===== src/rtl/fmdsp_slice_mac_if.sv =====
// Operation request / result bus of the FMDSP slice MAC.
// The master issues operations and observes results; the slave is the MAC.
interface fmdsp_slice_mac_if #(
  parameter int N     = 16,
  parameter int M     = 16,
  parameter int ACC_W = 40
);

  logic                    start;
  logic                    ready;
  logic                    busy;
  logic [1:0]              mode;
  logic                    mac;
  logic                    clr;
  logic signed [N-1:0]     aa;
  logic signed [M-1:0]     bb;
  logic signed [ACC_W-1:0] cc;
  logic signed [ACC_W-1:0] out;
  logic                    valid;
  logic                    ovf;

  modport master (
    output start, mode, mac, clr, aa, bb, cc,
    input  ready, busy, out, valid, ovf
  );

  modport slave (
    input  start, mode, mac, clr, aa, bb, cc,
    output ready, busy, out, valid, ovf
  );

endinterface


===== src/rtl/fmdsp_slice_mac.sv =====
// Iterative signed multiply-accumulate: aa is multiplied by B one W-bit slice
// per cycle, the partials are summed, and a final saturating add either
// accumulates into out or adds the external addend cc.
module fmdsp_slice_mac #(
  parameter int N     = 16,
  parameter int M     = 16,
  parameter int W     = 4,
  parameter int ACC_W = 40
) (
  input  logic              clk,
  input  logic              rst_n,
  fmdsp_slice_mac_if.slave  bus
);

  localparam int P1 = M / (2 * W);
  localparam int P2 = M / W;
  localparam int KW = $clog2(P2 + 1);
  localparam int SW = $clog2(M) + 1;
  localparam int PW = N + W + 1;
  localparam int XW = N + M;

  typedef enum logic [1:0] {
    IDLE,
    CALC,
    FIN
  } state_t;

  state_t state;
  state_t state_nxt;

  logic signed [N-1:0]     aa_r;
  logic signed [M-1:0]     b_r;
  logic [1:0]              mode_r;
  logic                    mac_r;
  logic signed [ACC_W-1:0] cc_r;
  logic [KW-1:0]           k;
  logic signed [XW-1:0]    work;
  logic signed [ACC_W-1:0] out_r;
  logic                    valid_r;
  logic                    ovf_r;

  logic                    accept;
  logic                    do_pass;
  logic                    do_fin;
  logic                    busy;
  logic [KW-1:0]           p_last;
  logic                    last;
  logic signed [M-1:0]     b_sel;
  logic [SW-1:0]           shamt;
  logic [W-1:0]            slice_raw;
  logic signed [PW-1:0]    aa_x;
  logic signed [PW-1:0]    sl_x;
  logic signed [PW-1:0]    prod;
  logic signed [XW-1:0]    pp_sh;
  logic signed [ACC_W-1:0] base;
  logic signed [ACC_W:0]   sum;
  logic                    sat;
  logic signed [ACC_W-1:0] fin_val;

  // State register; reset abandons any operation in flight.
  always_ff @(posedge clk or negedge rst_n) begin
    if (!rst_n) begin
      state <= IDLE;
    end else begin
      state <= state_nxt;
    end
  end

  // Next state: one CALC cycle per slice, then a single FIN cycle.
  always_comb begin
    state_nxt = state;
    case (state)
      IDLE:    if (bus.start) state_nxt = CALC;
      CALC:    if (last) state_nxt = FIN;
      FIN:     state_nxt = IDLE;
      default: state_nxt = IDLE;
    endcase
  end

  // State-decoded controls; busy/ready come from the state register only.
  always_comb begin
    accept  = (state == IDLE) && bus.start;
    do_pass = (state == CALC);
    do_fin  = (state == FIN);
    busy    = (state != IDLE);
  end

  // Index of the final (sign-carrying) slice for the captured mode.
  always_comb begin
    case (mode_r)
      2'd0:    p_last = '0;
      2'd1:    p_last = KW'(P1 - 1);
      default: p_last = KW'(P2 - 1);
    endcase
    last = (k == p_last);
  end

  // Truncate bb to the requested precision and sign-extend it to M bits.
  always_comb begin
    case (bus.mode)
      2'd0:    b_sel = {{(M - W){bus.bb[W-1]}}, bus.bb[W-1:0]};
      2'd1:    b_sel = {{(M / 2){bus.bb[M/2-1]}}, bus.bb[M/2-1:0]};
      default: b_sel = bus.bb;
    endcase
  end

  // Partial product of the current slice, aligned to its bit position.
  always_comb begin
    shamt     = SW'(int'(k) * W);
    slice_raw = W'(b_r >> shamt);
    sl_x      = last ? {{N{slice_raw[W-1]}}, slice_raw[W-1], slice_raw}
                     : {{N{1'b0}}, 1'b0, slice_raw};
    aa_x      = {{(W + 1){aa_r[N-1]}}, aa_r};
    prod      = aa_x * sl_x;
    pp_sh     = {{(XW - PW){prod[PW-1]}}, prod} << shamt;
  end

  // Final add at one guard bit, with saturation on signed overflow.
  always_comb begin
    if (mac_r) begin
      base = bus.clr ? '0 : out_r;
    end else begin
      base = cc_r;
    end
    sum = {{(ACC_W + 1 - XW){work[XW-1]}}, work} + {base[ACC_W-1], base};
    sat = (sum[ACC_W] != sum[ACC_W-1]);
    if (!sat) begin
      fin_val = sum[ACC_W-1:0];
    end else if (sum[ACC_W]) begin
      fin_val = {1'b1, {(ACC_W - 1){1'b0}}};
    end else begin
      fin_val = {1'b0, {(ACC_W - 1){1'b1}}};
    end
  end

  // Datapath: capture at accept, accumulate partials, write result in FIN.
  always_ff @(posedge clk or negedge rst_n) begin
    if (!rst_n) begin
      aa_r    <= '0;
      b_r     <= '0;
      mode_r  <= '0;
      mac_r   <= 1'b0;
      cc_r    <= '0;
      k       <= '0;
      work    <= '0;
      out_r   <= '0;
      valid_r <= 1'b0;
      ovf_r   <= 1'b0;
    end else begin
      valid_r <= 1'b0;
      if (accept) begin
        aa_r   <= bus.aa;
        b_r    <= b_sel;
        mode_r <= bus.mode;
        mac_r  <= bus.mac;
        cc_r   <= bus.cc;
        k      <= '0;
        work   <= '0;
      end
      if (do_pass) begin
        work <= work + pp_sh;
        k    <= k + KW'(1);
      end
      if (do_fin) begin
        out_r   <= fin_val;
        ovf_r   <= (ovf_r & ~bus.clr) | sat;
        valid_r <= 1'b1;
      end else if (bus.clr) begin
        out_r <= '0;
        ovf_r <= 1'b0;
      end
    end
  end

  assign bus.busy  = busy;
  assign bus.ready = ~busy;
  assign bus.out   = out_r;
  assign bus.valid = valid_r;
  assign bus.ovf   = ovf_r;

endmodule


===== src/flat_wrapper.sv =====
// flat-port wrapper written by rule: the top's interface ports become plain ports
module fmdsp_slice_mac_flat 
#(
  parameter int N     = 16,
  parameter int M     = 16,
  parameter int W     = 4,
  parameter int ACC_W = 40
)
  (clk, rst_n, bus_start, bus_mode, bus_mac, bus_clr, bus_aa, bus_bb, bus_cc, bus_ready, bus_busy, bus_out, bus_valid, bus_ovf);
  fmdsp_slice_mac_if #(.N(N), .M(M), .ACC_W(ACC_W)) bus_i ();
  input  logic clk;
  input  logic rst_n;
  input wire logic [$bits(bus_i.start)-1:0] bus_start;
  input wire logic [$bits(bus_i.mode)-1:0] bus_mode;
  input wire logic [$bits(bus_i.mac)-1:0] bus_mac;
  input wire logic [$bits(bus_i.clr)-1:0] bus_clr;
  input wire logic [$bits(bus_i.aa)-1:0] bus_aa;
  input wire logic [$bits(bus_i.bb)-1:0] bus_bb;
  input wire logic [$bits(bus_i.cc)-1:0] bus_cc;
  output wire logic [$bits(bus_i.ready)-1:0] bus_ready;
  output wire logic [$bits(bus_i.busy)-1:0] bus_busy;
  output wire logic [$bits(bus_i.out)-1:0] bus_out;
  output wire logic [$bits(bus_i.valid)-1:0] bus_valid;
  output wire logic [$bits(bus_i.ovf)-1:0] bus_ovf;
  assign bus_i.start = bus_start;
  assign bus_i.mode = bus_mode;
  assign bus_i.mac = bus_mac;
  assign bus_i.clr = bus_clr;
  assign bus_i.aa = bus_aa;
  assign bus_i.bb = bus_bb;
  assign bus_i.cc = bus_cc;
  assign bus_ready = bus_i.ready;
  assign bus_busy = bus_i.busy;
  assign bus_out = bus_i.out;
  assign bus_valid = bus_i.valid;
  assign bus_ovf = bus_i.ovf;
  fmdsp_slice_mac #(.N(N), .M(M), .W(W), .ACC_W(ACC_W)) u_core (.clk(clk), .rst_n(rst_n), .bus(bus_i));
endmodule

===== config.mk =====
export PLATFORM = sky130hd
export DESIGN_NAME = fmdsp_slice_mac_flat
export DESIGN_NICKNAME = d
export VERILOG_FILES = /design/src/rtl/fmdsp_slice_mac_if.sv /design/src/rtl/fmdsp_slice_mac.sv /design/src/flat_wrapper.sv
export SDC_FILE = /design/constraint.sdc
export NUM_CORES = 1
export LEC_CHECK = 0
export BUFFER_PORTS_ARGS = -buffer_cell sky130_fd_sc_hd__buf_2
export CORE_MARGIN = 1
export CORE_UTILIZATION = 48
export DETAILED_ROUTE_END_ITERATION = 7
export PLACE_DENSITY = 0.67
export SYNTH_ARGS = -nofsm -noshare
export SYNTH_HDL_FRONTEND = slang
export SYNTH_SLANG_ARGS = --single-unit

===== constraint.sdc =====
create_clock -name clk -period 27.3 [get_ports clk]
set_input_delay 2.73 -clock clk [delete_from_list [all_inputs] [get_ports clk]]
set_output_delay 2.73 -clock clk [all_outputs]
set_load 0.02 [all_outputs]

# [Word-level counts from Yosys, hierarchy flattened]
# Index checks and enable logic that the tools add are counted.
[classes] addsub=3 n_mul=1 eq_ne=8 shift=2 muxes=18 n_bitwise=4 n_reduce_logical=8
[op_table] operator="2-to-1 mux 40 bit" n=5
[op_table] operator="2-to-1 mux 32 bit" n=2
[op_table] operator="adder 32 x 40 -> 41 bit" n=1
[op_table] operator="adder 32 bit" n=1
[op_table] operator="one-hot mux 16 bit (2 select lines)" n=1
[op_table] operator="left shift 32 x 5 -> 32 bit" n=1
[op_table] operator="multiplier 16 x 21 -> 21 bit" n=1
[op_table] operator="2-to-1 mux 21 bit" n=1
[op_table] operator="right shift 16 x 5 -> 4 bit" n=1
[op_table] operator="one-hot mux 2 bit (2 select lines)" n=2
[op_table] operator="== test 2 x 1 -> 1 bit, second input constant" n=3
[op_table] operator="zero test 2 bit" n=3
[op_table] operator="2-to-1 mux 3 bit" n=2
[op_table] operator="nonzero test 2 bit" n=3
[op_table] operator="2-to-1 mux 2 bit" n=2
[op_table] operator="!= test 2 bit, second input constant" n=2
[op_table] operator="adder 3 x 1 -> 3 bit, second input constant" n=1
[op_table] operator="== test 3 x 2 -> 1 bit" n=1
[op_table] operator="2-to-1 mux 1 bit" n=3
[op_table] operator="== test 2 bit, second input constant" n=1
[op_table] operator="NOT 1 bit" n=2
[op_table] operator="AND reduction 2 bit" n=1
[op_table] operator="bitwise AND 1 bit" n=1
[op_table] operator="logical AND 1 bit" n=1
[op_table] operator="2 further kinds" n=2
[word_totals] ff_bits=154 input_bits=79 out_inout_bits=44 elab_cells=55

# [Longest topological paths before layout]
# Gate-level depths: netlist of the first run.
[depth] word_depth=8 depth_mapped=42 mapped_depth_nobuf=40

# [Worst setup path after synthesis of the first run]
# No wires, ideal clock.
[synth_timing] path_kind="register to register" startpoint="reg u_core.k[0]" endpoint="reg u_core.work[31]" setup_ns=0.124 arrival_ns=9.415 required_ns=27.176 setup_slack_ns=17.762 stages_incl_launch_ff=42 n_path_buf=3 period_less_slack_ns=9.538 cell_sequence="dfrtp_1 mux4_2 and2_1 clkbuf_1 nor2b_1 clkbuf_1 nand2_1 inv_1 fa_1 fa_1 clkbuf_1 xnor2_1 xnor2_1 fa_1 fa_1 inv_1 fa_1 inv_1 (+6 left out) o31ai_4 xor2_1 nand2_1 nand2_1 o21ai_0 o32ai_1 ha_1 and3_1 and2_1 and4_1 a21oi_1 a31oi_1 o21ai_1 o211a_1 o311ai_1 xnor2_1 nor3_1 o21bai_1"
[synth_via] elab_chain_len=6 elab_cells_between_ends=7 classes_between="add/sub: 1; mul: 1; eq/ne: 1; shift: 2; mux: 2"
[synth_rtl] item="start, declared" line_no="fmdsp_slice_mac.sv:36" text="logic [KW-1:0] k;"
[synth_rtl] item="start signal, assigned" line_no="fmdsp_slice_mac.sv:162" text="k <= k + KW'(1);"
[synth_rtl] item="right shift 16 x 5 -> 4 bit / == test 3 x 2 -> 1 bit (equally long branches)" line_no="fmdsp_slice_mac.sv:110, fmdsp_slice_mac.sv:95"
[synth_rtl] item="2-to-1 mux 21 bit" line_no="fmdsp_slice_mac.sv:111" text="sl_x = last ? {{N{slice_raw[W-1]}}, slice_raw[W-1], slice_raw}"
[synth_rtl] item="multiplier 16 x 21 -> 21 bit" line_no="fmdsp_slice_mac.sv:114" text="prod = aa_x * sl_x;"
[synth_rtl] item="left shift 32 x 5 -> 32 bit *" line_no="fmdsp_slice_mac.sv:115" text="pp_sh = {{(XW - PW){prod[PW-1]}}, prod} << shamt;"
[synth_rtl] item="adder 32 bit *" line_no="fmdsp_slice_mac.sv:161" text="work <= work + pp_sh;"
[synth_rtl] item="2-to-1 mux 32 bit *" line_no="fmdsp_slice_mac.sv:160" text="if (do_pass) begin"
[synth_rtl] item="end signal, assigned" line_no="fmdsp_slice_mac.sv:161"
[synth_rtl] item="end, declared" line_no="fmdsp_slice_mac.sv:37" text="logic signed [XW-1:0] work;"
# Mark *: on every way between the ends. The rest lies on a longest branch, timed or not.
# A chain may end at the register's enable or synchronous reset.

# [Final worst setup path of the first run]
[layout_timing] startpoint="reg u_core.k[2]" endpoint="reg u_core.work[31]"
# Same word-level chain as after synthesis.

==> results.cfg, run 1 <==
[logic_synthesis]
synth_enable_flop_cells = 0
syn_inst = 1881
async_flop_share_pct = 100
yosysTopAreaCellShare_pct = 24.3
synthFlopType = dfrtp_1
synth_warnings = 0
ys_seq_area_share_pct = 24.3
yosys.cell_count.top_type = nand2_1
synth_common_cells = nand2_1, inv_1, dfrtp_1, ha_1, o21ai_0
synth_seq_cells = 154
syn-num-nets = 2200
synth_area_per_cell_sq_um = 8.44
synth_top_cell_by_area = dfrtp_1
ys_types = 76
syn-cell-area_sq_um = 15900
synthTopCellsByArea = dfrtp_1, fa_1, ha_1, nand2_1, inv_1

[layout]
n_fill_cell = 3108
syn_to_final_growth_pct = 9.69
finalNetCount = 2265
drive_gt1_share_pct = 11.8

[routing]
antenna_left = 0
vias_per_cell = 5.60
wl_met1_mm = 20.1
wire_per_inst_um = 18.0
top_layer = met5
drtIter0Drc = 1008
drt_wl_total_mm = 43.2
first_pass_iters = 6
wl_met2_mm = 20.5
wl_met3_mm = 1.68
drc = 0
vias = 13459

[setup_path]
critPathLaunchType = flip-flop
crit_required_ns = 27.63
crit_type = reg -> reg
cp_max_fo = 40
critPathArrivalTime_ns = 11.59
slowest_stage = nor2b_1
crit_path_end_kind = flip-flop
slowest_delay_ns = 0.86
crit_path_frequent_cell = fa_1

[clock_network]
cts_buffer_depth = 2
cts_tree = done
cts_sinks = 154
htreeDepth = 4
root_buffer = clkbuf_16
cts.clk_slew.worst_paths_ns = 0.07
cts_buffers = 17
clkLatencyLatePin_ns = 0.45
cts-hold-fix-buffers = 0
cts_resized = 0
post_cts_buffers = 0

[timing]
setup_viol = 0
fin_worst_skew_ns = 0.0144
fin_crit_sh_pct = 41.2
max_freq_mhz = 88.8
slew-limit-headroom_pct = 30.1
worst_pin_slew_ns = 1.05
fin_tns_setup_ns = 0
slew_violations = 0
rsz0062_at_grt = no
finalHoldViolCount = 0
fin_crit_ns = 11.26

[floorplan]
die-area_sq_um = 33800
die_y_um = 184
pin_count = 123
core-area_sq_um = 32500
num_rows = 66
die_w_um = 184
start_util_pct = 48.8

[grt]
grt_use_total_pct = 26.7
grt_pass1_wl_mm = 70.9
overflow = 0
antenna_found_initial = 2
grt_start_max_net_pins = 90
grt_pass1_vias = 13352

[placement]
gp_congestion = 0.904
dp.final_hpwl_mm = 32.9
io_buffer_count = 122

[worst_hold_path]
hold_class = reg -> reg

[outcome]
status = finished, final reports clean

[flow_run]
cap_violations = 0
-- cell type report --
| class | instances | area, sq um | area share [%] |
|---|---|---|---|
| Sequential cell | 154 | 3850 | 22.1 |
| Multi-Input combinational cell | 1454 | 11000 | 63.1 |
| Tap cell | 442 | 553 | 3.18 |
| Antenna cell | 1 | 2.50 | 0.0144 |
| Timing Repair Buffer | 135 | 714 | 4.10 |
| Clock inverter | 11 | 135 | 0.776 |
| Clock buffer | 21 | 470 | 2.70 |
| Inverter | 184 | 691 | 3.97 |
-- placed cells by master (no fill, tap or decap), types with 5 or more instances in the layout --
cell type,n
a211oi_1,8
a21o_1,44
a21oi_1,84
a31oi_1,14
and2_1,30
and3_1,26
buf_2,121
buf_4,13
clkbuf_16,17
dfrtp_1,153
fa_1,103
ha_1,137
inv_1,183
maj3_1,12
maj3_2,9
mux2_2,23
mux2i_1,10
nand2_1,289
nand2b_1,15
nand3_1,64
nand3b_1,38
nor2_1,97
nor2b_1,30
nor3_1,12
o211ai_1,6
o21a_1,19
o21ai_0,123
o21ai_1,46
o21bai_1,11
o22ai_1,6
o31ai_1,8
or2_2,5
or3_1,12
xnor2_1,60
xor2_1,38
-- worst paths after layout --
kind,startpoint,end,slack [ns],cells past startpoint
worst max-delay path,u_core.k[2],u_core.work[31],16.04,40
max in group asynchronous,rst_n,u_core.bus.out[4],23.45,2
worst min-delay path,u_core.cc_r[33],u_core.cc_r[33],0.47,2
worst max register to register,u_core.k[2],u_core.work[31],16.04,40
min in group asynchronous,rst_n,u_core.cc_r[35],2.38,1
worst min register to register,u_core.cc_r[33],u_core.cc_r[33],0.47,2
-- registers in the layout (all words and copies together) (netlist names) --
signal            count
u_core.bus.valid      1
u_core.mode_r         2
u_core.bus.ovf        1
u_core.bus.out       40
u_core.aa_r          16
u_core.work          32
u_core.b_r           16
u_core.mac_r          1
u_core.k              3
u_core.state          2
u_core.cc_r          40
-- routing by layer --
metal  GRT usage (%)  vias to the layer above
li1                -                     6508
met1            36.7                     6551
met2            43.8                      346
met3            3.70                       52
met4            7.43                        2
met5               0                        -
-- cell families after synthesis --
family	count (synthesis)	share of synthesized area, %
compound gates	425	17.1
flops	154	24.3
buf+inv	273	6.62
mux	36	2.69
simple gates	633	18.6
xor+xnor	99	5.46
fa+ha+maj	261	25.2
-- worst max-delay path: cells and delay by family, from the launching register on --
| kind | cells | cell delay, ns |
|---|---|---|
| adders and majority gates | 7 | 3.45 |
| and+or+nand+nor | 10 | 2.66 |
| AOI/OAI and AO/OA | 13 | 2.46 |
| xor gates and xnor gates | 4 | 1.20 |
| buffers and inverters | 6 | 0.99 |
| DFF | 1 | 0.36 |
-- per-stage QoR --
stage	instances	utilization [%]	hold slack, ns	setup slack (ns)	cell area [sq um]
CTS	2401	53.5	0.475	16.15	17400
global route	2402	53.5	0.490	15.29	17400
finish	2402	53.5	0.471	16.04	17400
detailed placement	2369	51.7	0.458	16.19	16800
floorplan	1881	-	0.434	17.76	15900
global placement	2369	51.7	0.455	16.58	16800
Power of run 1 is left out: the tool's default activity adds up to more than one toggle a clock period on the data nets, which glitch-free logic cannot reach.
==> run 2: changes to the inputs <==
--- a/config.mk
+++ b/config.mk
@@ -9,7 +9,7 @@
 export CORE_MARGIN = 1
 export CORE_UTILIZATION = 48
 export DETAILED_ROUTE_END_ITERATION = 7
-export PLACE_DENSITY = 0.67
+export PLACE_DENSITY = 0.7
 export SYNTH_ARGS = -nofsm -noshare
 export SYNTH_HDL_FRONTEND = slang
 export SYNTH_SLANG_ARGS = --single-unit
==> constraint.sdc (replaced) <==
create_clock -name clk -period 9.3 [get_ports clk]
set_input_delay 0.93 -clock clk [delete_from_list [all_inputs] [get_ports clk]]
set_output_delay 0.93 -clock clk [all_outputs]
set_load 0.02 [all_outputs]
==> run 2 against run 1 <==
Net effect:
- critical path depth down 2
- cell count increased by 3.5%
- register-to-register slack got worse by 16 ns
- cell area is 6.1% higher
- first-iteration DRC count down 12%
- hold slack improved by 0.0041 ns
- worst setup slack lost 16 ns
- sequential cell count did not move
- sequential share of layout area shrank 1.3 points
- wire length increased by 2.5%
- core utilization rose by 3.3 points
==> results.cfg, run 2 (synthesis gave the netlist of run 1 again) <==
[layout]
fin_util_pct = 56.8
syn_to_final_growth_pct = 16.4
layout_commonest_cell = nand2_1
finalNetCount = 2348
layout_common_cells = nand2_1, inv_1, dfrtp_1, ha_1, buf_2
drive_gt1_share_pct = 18.9

[clock_network]
cts-hold-fix-buffers = 0
cts_buffer_depth = 2
clkLatencyLatePin_ns = 0.46
cts.clk_slew.worst_paths_ns = 0.08
cts_buffers = 17
htreeDepth = 4
cts_tree = done
cts_sinks = 154
root_buffer = clkbuf_16

[grt]
grt_pass1_vias = 13642
grt_pass1_wl_mm = 71.4
overflow = 0
grt_use_total_pct = 26.8
grt_start_max_net_pins = 98
antenna_found_initial = 4

[setup_path]
path_delay_family = adder cells
rrSetupSlack_ns = 0.27
startpoint = u_core.k[0]
crit_path_frequent_cell = fa_1
critPathLaunchType = flip-flop
slowest_delay_ns = 0.59
cp_max_fo = 7
crit_type = reg -> reg
slowest_stage = fa_1
crit_required_ns = 9.61
rr_startpoint = u_core.k[0]
worst-path-buf-inv = 8
crit_path_end_kind = flip-flop
critPathArrivalTime_ns = 9.34

[timing]
slew-limit-headroom_pct = 27.0
max_freq_mhz = 111
worst_pin_slew_ns = 1.09
fin_crit_ns = 9.03
worst_slack_ns = 0.270
setup_viol = 0
finalHoldViolCount = 0
fin_worst_skew_ns = 0.0142
fin_crit_sh_pct = 97.1
whs_ns = 0.475
slew_violations = 0

[routing]
drc = 0
drt_wl_total_mm = 44.3
drtIter0Drc = 887
vias = 13802
antenna_left = 0
vias_per_cell = 5.55
wire_per_inst_um = 17.8
first_pass_iters = 7

[worst_hold_path]
hold_start = u_core.cc_r[13]
hold_class = reg -> reg

[placement]
dp.final_hpwl_mm = 33.6
io_buffer_count = 122
place_ws_ns = -0.257
gp_congestion = 0.936

[floorplan]
start_util_pct = 48.8
die_w_um = 184
die_y_um = 184
die-area_sq_um = 33800
core-area_sq_um = 32500
pin_count = 123
num_rows = 66

[outcome]
status = finished, final reports clean

[flow_run]
cap_violations = 0
run 2: repair_timing:
item | 4_1_cts | 5_1_grt
setup buffers | 1 | 12
endpoints found under the hold margin | 0 | 0
pin swaps | 6 | 66
cloned | 0 | 0
gates resized for setup | 10 | 74
endpoints found under the setup margin | 6 | 10
run 2: worst paths after layout:
kind / endpoint / depth (start not counted)
setup / recovery: u_core.work[19] / 38
hold / removal: u_core.cc_r[13] / 2
setup reg to reg: u_core.work[19] / 38
hold reg to reg: u_core.cc_r[13] / 2
max in group asynchronous: u_core.work[10] / 2
min in group asynchronous: u_core.bus.out[36] / 1
run 2: worst register-to-register path, delay by kind of cell, from the launching register on:
kind / cells / cell delay (ns)
flops: 1 / 0.41
simple gates: 8 / 1.46
mux: 1 / 0.52
buf+inv: 8 / 0.70
fa+ha+maj: 8 / 3.30
xor+xnor: 2 / 0.41
compound gates: 11 / 2.09
run 2: routing by layer:
| layer | part of all wire [%] | track usage [%] |
|---|---|---|
| met5 | 0.059 | 0 |
| met1 | 45 | 35.9 |
| met3 | 4.3 | 4.16 |
| met4 | 2.5 | 8.60 |
| met2 | 48 | 44.4 |
run 2: through the flow:
step / TNS (ns) / area (sq um) / instances
floorplan: 0 / 15900 / 1881
global placement: -0.0408 / 17400 / 2439
detailed placement: -0.973 / 17400 / 2439
CTS: 0 / 18000 / 2472
global route: -0.286 / 18500 / 2486
finish: 0 / 18500 / 2487
run 2: cell type report:
class | count | area [sq um]
diodes | 3 | 7.51
clock buffers | 17 | 425
clock inverters | 15 | 174
fillers | 2921 | 14100
inverters | 184 | 691
multi-input cells | 1454 | 11400
flip-flops and latches | 154 | 3860
well taps | 442 | 553
repair buffers | 218 | 1380
Power of run 2 is left out for the same reason.
==> run 3: changes to the inputs <==
--- a/config.mk
+++ b/config.mk
@@ -7,9 +7,9 @@
 export LEC_CHECK = 0
 export BUFFER_PORTS_ARGS = -buffer_cell sky130_fd_sc_hd__buf_2
 export CORE_MARGIN = 1
-export CORE_UTILIZATION = 48
+export CORE_UTILIZATION = 57
 export DETAILED_ROUTE_END_ITERATION = 7
-export PLACE_DENSITY = 0.7
+export PLACE_DENSITY_LB_ADDON = 0.3
 export SYNTH_ARGS = -nofsm -noshare
 export SYNTH_HDL_FRONTEND = slang
 export SYNTH_SLANG_ARGS = --single-unit
==> run 3 against run 2 <==
Net effect:
- first-iteration DRC count grew 26%
- critical endpoint is now u_core.work[31]
- cell area fell by 1.0%
- non-clock buffer count fell by 17
- global-route usage grew 4.2 points
- via count is 1.1% higher
- worst setup slack lost 0.052 ns
- fmax is 0.57% lower
- hold slack got worse by 0.0037 ns
- critical path depth unchanged
- cell count is 3.6% lower
- core utilization grew 11 points
- clock skew shrank 0.00064 ns
- largest cell class unchanged
==> results.cfg, run 3 (synthesis gave the netlist of run 1 again) <==
[routing]
antenna_left = 0
wl_met2_mm = 21.5
drc = 0
wl_met3_mm = 2.11
wire_per_inst_um = 18.3
drtIter0Drc = 1120
wl_met1_mm = 18.5
top_layer = met4
first_pass_iters = 5
drt_wl_total_mm = 44.0
vias_per_cell = 5.82
vias = 13958

[floorplan]
num_rows = 60
start_util_pct = 58.6
pin_count = 123
die_w_um = 169
die_y_um = 169
die-area_sq_um = 28500
core-area_sq_um = 27100

[setup_path]
crit_required_ns = 9.64
cp_max_fo = 7
slowest_stage = fa_1
crit_type = reg -> reg
path_delay_family = adder cells
worst-path-buf-inv = 6
critPathArrivalTime_ns = 9.42
crit_path_end_kind = flip-flop
critPathLaunchType = flip-flop
rrSetupSlack_ns = 0.22
crit_path_frequent_cell = fa_1
slowest_delay_ns = 0.53

[timing]
worst_slack_ns = 0.218
setup_viol = 0
slew-limit-headroom_pct = 26.8
fin_crit_ns = 9.08
fin_worst_skew_ns = 0.0136
max_freq_mhz = 110
worst_pin_slew_ns = 1.10
slew_violations = 0
finalHoldViolCount = 0
whs_ns = 0.471
fin_crit_sh_pct = 97.7

[clock_network]
cts_buffer_depth = 2
root_buffer = clkbuf_16
cts_tree = done
htreeDepth = 4
cts_sinks = 154
cts.clk_slew.worst_paths_ns = 0.08
clkLatencyLatePin_ns = 0.45
cts_buffers = 17

[placement]
gp_congestion = 0.913
dp.final_hpwl_mm = 32.5
place_ws_ns = -0.289
placed_area_sq_um = 17100
io_buffer_count = 122

[layout]
antenna_cells = 0
final_area_sq_um = 18300
drive_gt1_share_pct = 18.3
layout_commonest_cell = nand2_1
layout_common_cells = nand2_1, inv_1, dfrtp_1, ha_1, buf_2
n_fill_cell = 2120
syn_to_final_growth_pct = 15.1
finalNetCount = 2331

[grt]
antenna_found_initial = 0
grt_pass1_wl_mm = 69.9
grt_use_total_pct = 31.0
grt_pass1_vias = 14013
overflow = 0
grt_start_max_net_pins = 101

[worst_hold_path]
hold_class = reg -> reg

[flow_run]
cap_violations = 0

[outcome]
status = finished, final reports clean
[run 3: cell types whose count changed in the layout (fill, tap and decap cells not counted), sizes merged]
cell / previous run / this run
buf: 218 / 201
bufinv: 0 / 2
clkinv: 7 / 2
diode: 3 / 0
inv: 190 / 192
clkinvlp: 2 / 3
[run 3: timing repair]
| item | 4_1_cts | 5_1_grt |
|---|---|---|
| buffers inserted | 2 | 11 |
| gates resized for setup | 14 | 79 |
| cloned | 0 | 0 |
| endpoints found under the setup margin | 6 | 10 |
| pin swaps | 7 | 66 |
| hold buffers | 0 | 0 |
[run 3: through the flow]
step / std cells / setup TNS (ns) / util, %
detailed placement: 2352 / -0.790 / 63.3
floorplan: 1881 / 0 / -
global route: 2397 / -0.570 / 67.5
global placement: 2352 / -0.0877 / 63.3
finish: 2397 / 0 / 67.5
CTS: 2386 / 0 / 65.8
[run 3: cell type report]
cell class	count	area [sq um]	area share (%)
inverter	184	691	3.78
clock inverter	15	176	0.965
sequential	154	3850	21.1
multi-input combinational	1454	11400	62.5
tap	372	465	2.55
clock buffer	17	425	2.33
timing repair buffer	201	1240	6.76
[run 3: routing by layer]
metal / vias to the layer above / global-route usage (%)
li1: 6641 / -
met1: 6792 / 39.5
met2: 419 / 52.9
met3: 106 / 4.65
met4: 0 / 12.5
met5: - / 0
[run 3: worst reg2reg max path, delay by kind of cell (launching register included)]
kind	cells	cell delay, ns
fa+ha+maj	8	3.51
compound gates	12	2.44
simple gates	9	1.46
xor+xnor	3	0.64
buf+inv	6	0.53
flops	1	0.42
[run 3: final timing paths]
| kind | end | start | depth (start not counted) |
|---|---|---|---|
| max | u_core.work[31] | u_core.k[0] | 38 |
| min | u_core.b_r[7] | u_core.b_r[7] | 2 |
| max reg2reg | u_core.work[31] | u_core.k[0] | 38 |
| min reg2reg | u_core.b_r[7] | u_core.b_r[7] | 2 |
| max in group asynchronous | u_core.bus.out[2] | rst_n | 2 |
| min in group asynchronous | u_core.b_r[4] | rst_n | 1 |
Power of run 3 is left out for the same reason.
